<file path="src/rtl/xlconstant_capture.sv">
// xlconstant_capture: qualifies a nominally static bus and commits a value
// once it has been seen on the sampled bus for enough consecutive cycles.
// A commit updates dout, pulses change_stb and raises a single-entry
// valid/ready update port; overwriting a pending update sets the sticky ovr.
//
// A value first captured into s at edge E commits at edge E+STABLE_CYCLES-1:
// the capture edge, then STABLE_CYCLES-1 consecutive matching evaluations.
//
// Optional build macro: XLCONSTANT_CAPTURE_SYNC_EN inserts a 2-flop
// synchronizer ahead of s for a din that is asynchronous to clk.
//
// state | meaning
// INIT  | nothing committed yet; first stable value commits, even RESET_VAL
// IDLE  | s matches dout, nothing under test
// QUAL  | a value different from dout is being qualified in cand
module xlconstant_capture #(
   parameter int                    DATA_WIDTH    = 1,
   parameter int                    STABLE_CYCLES = 4,
   parameter logic [DATA_WIDTH-1:0] RESET_VAL     = '0
) (
   input  logic                  clk,
   input  logic                  rst,
   input  logic [DATA_WIDTH-1:0] din,
   output logic [DATA_WIDTH-1:0] dout,
   output logic                  dout_valid,
   output logic                  change_stb,
   output logic [DATA_WIDTH-1:0] upd_data,
   output logic                  upd_valid,
   input  logic                  upd_ready,
   output logic                  ovr,
   input  logic                  ovr_clr,
   output logic [7:0]            glitch_cnt
);

   localparam int         CW   = $clog2(STABLE_CYCLES);
   localparam logic [8:0] TERM = 9'(STABLE_CYCLES - 1);

   typedef enum logic [1:0] {ST_INIT, ST_IDLE, ST_QUAL} state_t;

   state_t                state, state_d;
   logic [DATA_WIDTH-1:0] s_src, s, cand, cand_d;
   logic [CW-1:0]         cnt, cnt_d;
   logic [8:0]            run;
   logic                  commit, glitch, ovr_set;

`ifdef XLCONSTANT_CAPTURE_SYNC_EN
   logic [DATA_WIDTH-1:0] sync1, sync2;

   // two-flop synchronizer for an asynchronous din
   always_ff @(posedge clk or posedge rst) begin
      if (rst) begin
         sync1 <= RESET_VAL;
         sync2 <= RESET_VAL;
      end else begin
         sync1 <= din;
         sync2 <= sync1;
      end
   end

   assign s_src = sync2;
`else
   assign s_src = din;
`endif

   // next run length: extends while s keeps matching the candidate
   assign run     = (s == cand) ? 9'(cnt) + 9'd1 : 9'd1;
   assign ovr_set = commit & upd_valid & ~upd_ready;

   // qualification decisions for this edge
   always_comb begin
      state_d = state;
      cand_d  = cand;
      cnt_d   = cnt;
      commit  = 1'b0;
      glitch  = 1'b0;
      case (state)
         ST_INIT: begin
            cand_d = s;
            cnt_d  = CW'(run);
            if (run == TERM) begin
               commit  = 1'b1;
               state_d = ST_IDLE;
            end
         end
         ST_IDLE: begin
            if (s != dout) begin
               cand_d = s;
               cnt_d  = CW'(1);
               if (TERM == 9'd1) commit  = 1'b1;
               else              state_d = ST_QUAL;
            end
         end
         ST_QUAL: begin
            if (s == dout) begin
               glitch  = 1'b1;
               cnt_d   = '0;
               state_d = ST_IDLE;
            end else begin
               glitch = (s != cand);
               cand_d = s;
               cnt_d  = CW'(run);
               if (run == TERM) begin
                  commit  = 1'b1;
                  state_d = ST_IDLE;
               end
            end
         end
         default: begin
            state_d = ST_INIT;
            cand_d  = RESET_VAL;
            cnt_d   = '0;
         end
      endcase
   end

   // sample register, FSM state and all registered outputs
   always_ff @(posedge clk or posedge rst) begin
      if (rst) begin
         s          <= RESET_VAL;
         state      <= ST_INIT;
         cand       <= RESET_VAL;
         cnt        <= '0;
         dout       <= RESET_VAL;
         dout_valid <= 1'b0;
         change_stb <= 1'b0;
         upd_valid  <= 1'b0;
         ovr        <= 1'b0;
         glitch_cnt <= 8'd0;
      end else begin
         s          <= s_src;
         state      <= state_d;
         cand       <= cand_d;
         cnt        <= cnt_d;
         change_stb <= commit;
         if (commit) begin
            dout       <= cand_d;
            dout_valid <= 1'b1;
            upd_valid  <= 1'b1;
         end else if (upd_valid && upd_ready) begin
            upd_valid <= 1'b0;
         end
         ovr <= ovr_set | (ovr & ~ovr_clr);
         if (glitch && glitch_cnt != 8'hFF) glitch_cnt <= glitch_cnt + 8'd1;
      end
   end

   // the pending update value is always the committed value
   assign upd_data = dout;

endmodule

</file>
<file path="config.mk">
export PLATFORM = sky130hd
export DESIGN_NAME = xlconstant_capture
export DESIGN_NICKNAME = d
export VERILOG_FILES = /design/src/rtl/xlconstant_capture.sv
export SDC_FILE = /design/constraint.sdc
export NUM_CORES = 1
export LEC_CHECK = 0
export ABC_AREA = 0
export CAP_MARGIN = 10
export CORE_UTILIZATION = 48
export CTS_CLUSTER_SIZE = 30
export DETAILED_ROUTE_END_ITERATION = 7
export GPL_ROUTABILITY_DRIVEN = 0
export GPL_TIMING_DRIVEN = 1
export HOLD_SLACK_MARGIN = 0.06
export PLACE_DENSITY = 0.76
export SYNTH_ARGS = -nofsm -noshare
export SYNTH_HDL_FRONTEND = slang
export SYNTH_SLANG_ARGS = --single-unit
</file>
<file path="constraint.sdc">
create_clock -name clk -period 2.2 [get_ports clk]
set_input_delay 0.44 -clock clk [delete_from_list [all_inputs] [get_ports clk]]
set_output_delay 0.44 -clock clk [all_outputs]
set_load 0.01 [all_outputs]
</file>
=== After elaboration in Yosys (flattened, before gate mapping) ===
Index checks and enable logic that the tools add are counted.
Widths: inputs -> output; s select.

* $add $sub $neg: 2
* $mul: 0
* Divide/modulo/power cells: 0
* $lt $le $gt $ge: 0
* Eq/ne operators: 9
* Shift operators: 0
* Muxes and demuxes: 18
* Bitwise operators: 6
* Reduce and logical (&&, ||, !) cells: 4

{| class="wikitable"
|+ Operators by type and width
! operator !! number
|-
| $pmux 2 s3 || 2
|-
| $mux 2 || 5
|-
| $add 8x1->8 const B || 1
|-
| $mux 1 || 8
|-
| $ne 8x8->1 const B || 1
|-
| $add 2x1->3 const B || 1
|-
| $and 1x1->1 || 3
|-
| $eq 3x2->1 const B || 1
|-
| $mux 3 || 1
|-
| $pmux 1 s3 || 1
|-
| $eq 1x1->1 || 2
|-
| $eq 2x1->1 const B || 1
|-
| $eq 2x2->1 const B || 1
|-
| $logic_and 1x1->1 || 2
|-
| $logic_not 2->1 || 1
|-
| $ne 1x1->1 || 2
|-
| $ne 2x2->1 const B || 1
|-
| $not 1->1 || 2
|-
| $pmux 1 s2 || 1
|-
| $reduce_bool 2->1 || 1
|-
| $or 1x1->1 || 1
|}

* Register bits: 19
* Bits in latches: 0
* RAM bits: 0
* Bits in read-only memories: 0
* Bits of input ports: 5
* Output and inout bits: 14
* Logic and storage cells: 49
* Memories kept: 0

=== Longest topological paths before layout ===
* Depth after elaboration: 9
* Gate-level depth with buffers: 5
* Mapped depth without buffers: 5

=== Worst setup path before layout ===
Ideal clock, no wire load.

* Path type: register to register
* Start: register state[0]
* End: register dout
* Setup time: 0.128 ns
* Arrival: 1.505 ns
* Data required time: 2.072 ns
* Path slack: 0.567 ns
* Cell stages (with the launch flop): 4
* Buffers on the path: 0
* Clock period less this slack: 1.633 ns
* Path through: dfrtp_1 or2_2 a2111o_1 mux2_1

* Longest elaborated chain between the ends: 2
* Elaborated cells between the ends (all ways): 5
* Classes of those cells: 2 x eq/ne; 2 x mux; 1 x reduce/logical

{| class="wikitable"
|+ Ends and longest elaborated chain
! element !! RTL line !! text
|-
| start: declaration || 40 || <nowiki>state_t state, state_d;</nowiki>
|-
| start signal: assignment || 131 || <nowiki>state <= state_d;</nowiki>
|-
| $eq 2x2->1, or another cell as far along || 76 || <nowiki>case (state)</nowiki>
|-
| $pmux 1 s3 or $pmux 1 s2 (tied branches) || 76 ||
|-
| end signal: assignment || 136 || <nowiki>dout <= cand_d;</nowiki>
|-
| end: declaration || 24 || <nowiki>output logic [DATA_WIDTH-1:0] dout,</nowiki>
|}

Several ways; a longest one is shown, not always the timed one.
A chain may end at the register's enable or synchronous reset.

=== Worst setup path after layout ===
* Start: register dout
* End: output port upd_data

{| class="wikitable"
|+ RTL lines
! element !! RTL line !! text
|-
| end: declaration || 27 || <nowiki>output logic [DATA_WIDTH-1:0] upd_data,</nowiki>
|}

No word-level cell between the ends.

==> results by group <==
Global route
  • Antenna violations before repair: 0
  • Grt total ovfl: 0
  • First-pass GRT wire length: 2.525 mm
  • Largest net degree at the start of global routing: 20
  • Vias in the first global route: 586
  • Total track usage: 0.1777

Route
  • DRT Wirelength: 1.624 mm
  • Drc violations: 0
  • Vias/cell: 5.225
  • Detailed-route via count: 674
  • Pre-Repair DR Iteration Count: 4
  • WL per Instance: 12.59 µm
  • Routed Antenna Nets: 0
  • First DRT Iteration DRCs: 12

Floorplan
  • Die Wd: 45.05 µm
  • Die Span Y: 45.05 µm
  • Num rows: 15
  • Ports: 19
  • Die Area: 0.002030 mm²
  • Core area: 0.001727 mm²
  • Initial Util: 0.5152

STA
  • Final setup violation count: 0
  • Final worst slack: 407.6 ps
  • Worst hold margin: 479.6 ps
  • Peak Freq: 0.5579 GHz
  • Final period util: 0.8147
  • Period minus WS final: 1792 ps
  • Final Slew Violations: 0
  • Hold Fails Final Rpt: 0
  • Worst slew pin tran: 708.1 ps
  • Clk_skew: 8.172 ps
  • TNS Setup: 0 ps
  • RSZ-0062 raised after global routing: no
  • Max transition margin: 0.5274

Clock tree
  • Hold buffer count at CTS: 0
  • CTS buffer count: 3
  • CTS tree: built
  • H-tree lvl count: 1
  • CTS clock-pin slew for the worst setup and hold paths: 110 ps
  • Longest Clk Path Bufs: 2
  • Latest clock arrival within the worst-skew pair: 290 ps
  • Setup bufs post-CTS: 0
  • Clock sink count: 19
  • CTS root buffer: clkbuf_4
  • Post_cts resized: 0

Pwr
  • Peak VDD IR: 0.6436 mV
  • Lkg Pwr: 0.4917 nW
  • PD cells: 1140 mW/mm²

Logic synthesis
  • Post-synthesis simple-gate area fraction: 0.1702
  • Cell Area, Synth: 889.6 µm²
  • Sequential share of the synthesized area: 0.5345
  • Flops & latches, synth: 19
  • Syn Nets: 90
  • Mapped Cells: 83
  • Post-synth cell types: 25
  • Syn_area_per_cell: 10.72 µm²
  • Post-synthesis mux area share: 0.07595
  • Adder-cell area share of the yosys netlist: 0.02813
  • Yosys warns: 0
  • Post-synthesis xor/xnor area fraction: 0.05907
  • Synth Area in Compound Gates: 0.09001
  • Largest family of logic cells by synthesized area: simple AND/OR/NAND/NOR gates

Setup path
  • Sum of buffers and inverters on the critical path: 1
  • CP endpoint kind: primary output
  • Cell Chain, Critical Path: clkdlybuf4s50_1
  • Critical path startpoint category: flip-flop
  • CP arrival: 1350 ps
  • Worst Path Required: 1760 ps
  • CP top delay family: buffers and inverters
  • CP peak stage delay: 580 ps
  • Cell at the slowest stage of the critical path: clkdlybuf4s50_1
  • Crit Path Max Fanout: 7
  • WS Path Type: reg2out

Final layout
  • Fin util: 0.6493
  • Multi-input gate area: 376.6 µm²
  • Area Growth Syn to Fin: 26.02%
  • Top Registers: glitch_cnt (8), cnt (2), state (2)
  • Max reg flops: 8
  • Layout cells sized above 1: 0.04808
  • FF+latch area: 475.5 µm²
  • Largest Register: glitch_cnt
  • Post-layout net count: 112
  • FILL cells: 149
  • Ant. Diodes: 0

Run
  • Maxcap violations: 0

Placed design
  • Worst slack at placement: 486.0 ps
  • HPWL Detailed: 1.174 mm
  • IO Port Bufs: 18

Min path
  • Hold Path Class: reg2reg

Run status
  • Outcome: finished clean
-- cell type report --
cell class | count | area share
Tap cell | 25 | 0.02790
Sequential cell | 19 | 0.4241
Inverter | 8 | 0.02679
Clock buffer | 3 | 0.02009
Multi-Input combinational cell | 55 | 0.3359
Timing Repair Buffer | 18 | 0.1607
Clock inverter | 1 | 0.004464
-- metrics by stage --
step / instances / power [W] / instance area [µm²]
after detailed placement: 125 / 0.001113 / 1094
after CTS: 129 / 0.001293 / 1121
after global routing: 129 / 0.001382 / 1121
after floorplan: 83 / 0.0008968 / 889.6
after global placement: 125 / 0.001101 / 1094
final: 129 / 0.001278 / 1121
-- per-layer routing --
layer / vias up / GRT usage / part of all wire
met5: - / 0 / 0
met4: 0 / 0.09091 / 0.015
met3: 4 / 0.03600 / 0.036
met2: 12 / 0.2899 / 0.50
met1: 322 / 0.2222 / 0.44
li1: 336 / - / -
-- Yosys cell counts --
| cell type | count | share of area |
|---|---|---|
| a222oi_1 | 1 | 0.011 |
| buf_4 | 1 | 0.0084 |
| o21bai_1 | 1 | 0.0084 |
| o2111ai_1 | 1 | 0.0098 |
| o21ai_0 | 3 | 0.017 |
| inv_1 | 8 | 0.034 |
| nor3_1 | 7 | 0.039 |
| ha_1 | 2 | 0.028 |
| nand3_1 | 7 | 0.039 |
| a221oi_1 | 1 | 0.0098 |
| nand2_1 | 5 | 0.021 |
| xor2_1 | 3 | 0.030 |
| a22oi_1 | 1 | 0.0084 |
| nand3b_1 | 1 | 0.0084 |
| xnor2_1 | 3 | 0.030 |
| o22ai_1 | 1 | 0.0070 |
| nor2_1 | 3 | 0.013 |
| nand2b_1 | 4 | 0.028 |
| nor2b_1 | 1 | 0.0070 |
| a21oi_1 | 1 | 0.0056 |
| a2111o_1 | 1 | 0.013 |
| or2_2 | 1 | 0.0070 |
| nand4_1 | 1 | 0.0070 |
| mux2_1 | 6 | 0.076 |
| dfrtp_1 | 19 | 0.53 |
-- cell families (layout without fill, tap and decap cells) --
logic type | Yosys count | in the layout
adder cells (fa/ha/maj) | 2 | 2
AO/OA/AOI/OAI | 11 | 11
buffers and inverters | 9 | 30
AND/OR/NAND/NOR | 30 | 30
XOR/XNOR | 6 | 6
multiplexers | 6 | 6
flip-flops | 19 | 19
-- where the power goes --
group,switching [W],internal [W],leakage [nW]
combinational,0.000240,0.000277,0.231
sequential,0.000135,0.000456,0.243
clock,0.000103,0.0000676,0.0177
total,0.000478,0.000801,0.492
-- path summary, 6_finish.rpt --
check | start | slack, ps | end | cells after the start
worst max-delay path | dout$_DFFE_PP0P_ | 410 | upd_data | 1
worst min-delay path | dout_valid$_DFFE_PP0P_ | 480 | dout_valid$_DFFE_PP0P_ | 1
worst max register to register | state[0]$_DFFE_PP0P_ | 480 | dout$_DFFE_PP0P_ | 3
worst min register to register | dout_valid$_DFFE_PP0P_ | 480 | dout_valid$_DFFE_PP0P_ | 1
max in group asynchronous | rst | 1200 | state[0]$_DFFE_PP0P_ | 2
min in group asynchronous | rst | 550 | glitch_cnt[3]$_DFFE_PP0P_ | 2
-- cell usage in the layout, fill, tap and decap left out, drive strengths merged --
cell type / count
a222oi: 1
nand4: 1
o2111ai: 1
nand2b: 4
clkdlybuf4s50: 18
clkbuf: 3
o22ai: 1
mux2: 6
inv: 8
or2: 1
xor2: 3
a221oi: 1
nor3: 7
xnor2: 3
a22oi: 1
nand3b: 1
nand2: 5
a2111o: 1
ha: 2
clkinv: 1
nand3: 7
o21bai: 1
nor2b: 1
a21oi: 1
nor2: 3
dfrtp: 19
o21ai: 3
Note: power is estimated with default switching activity, not from simulation.
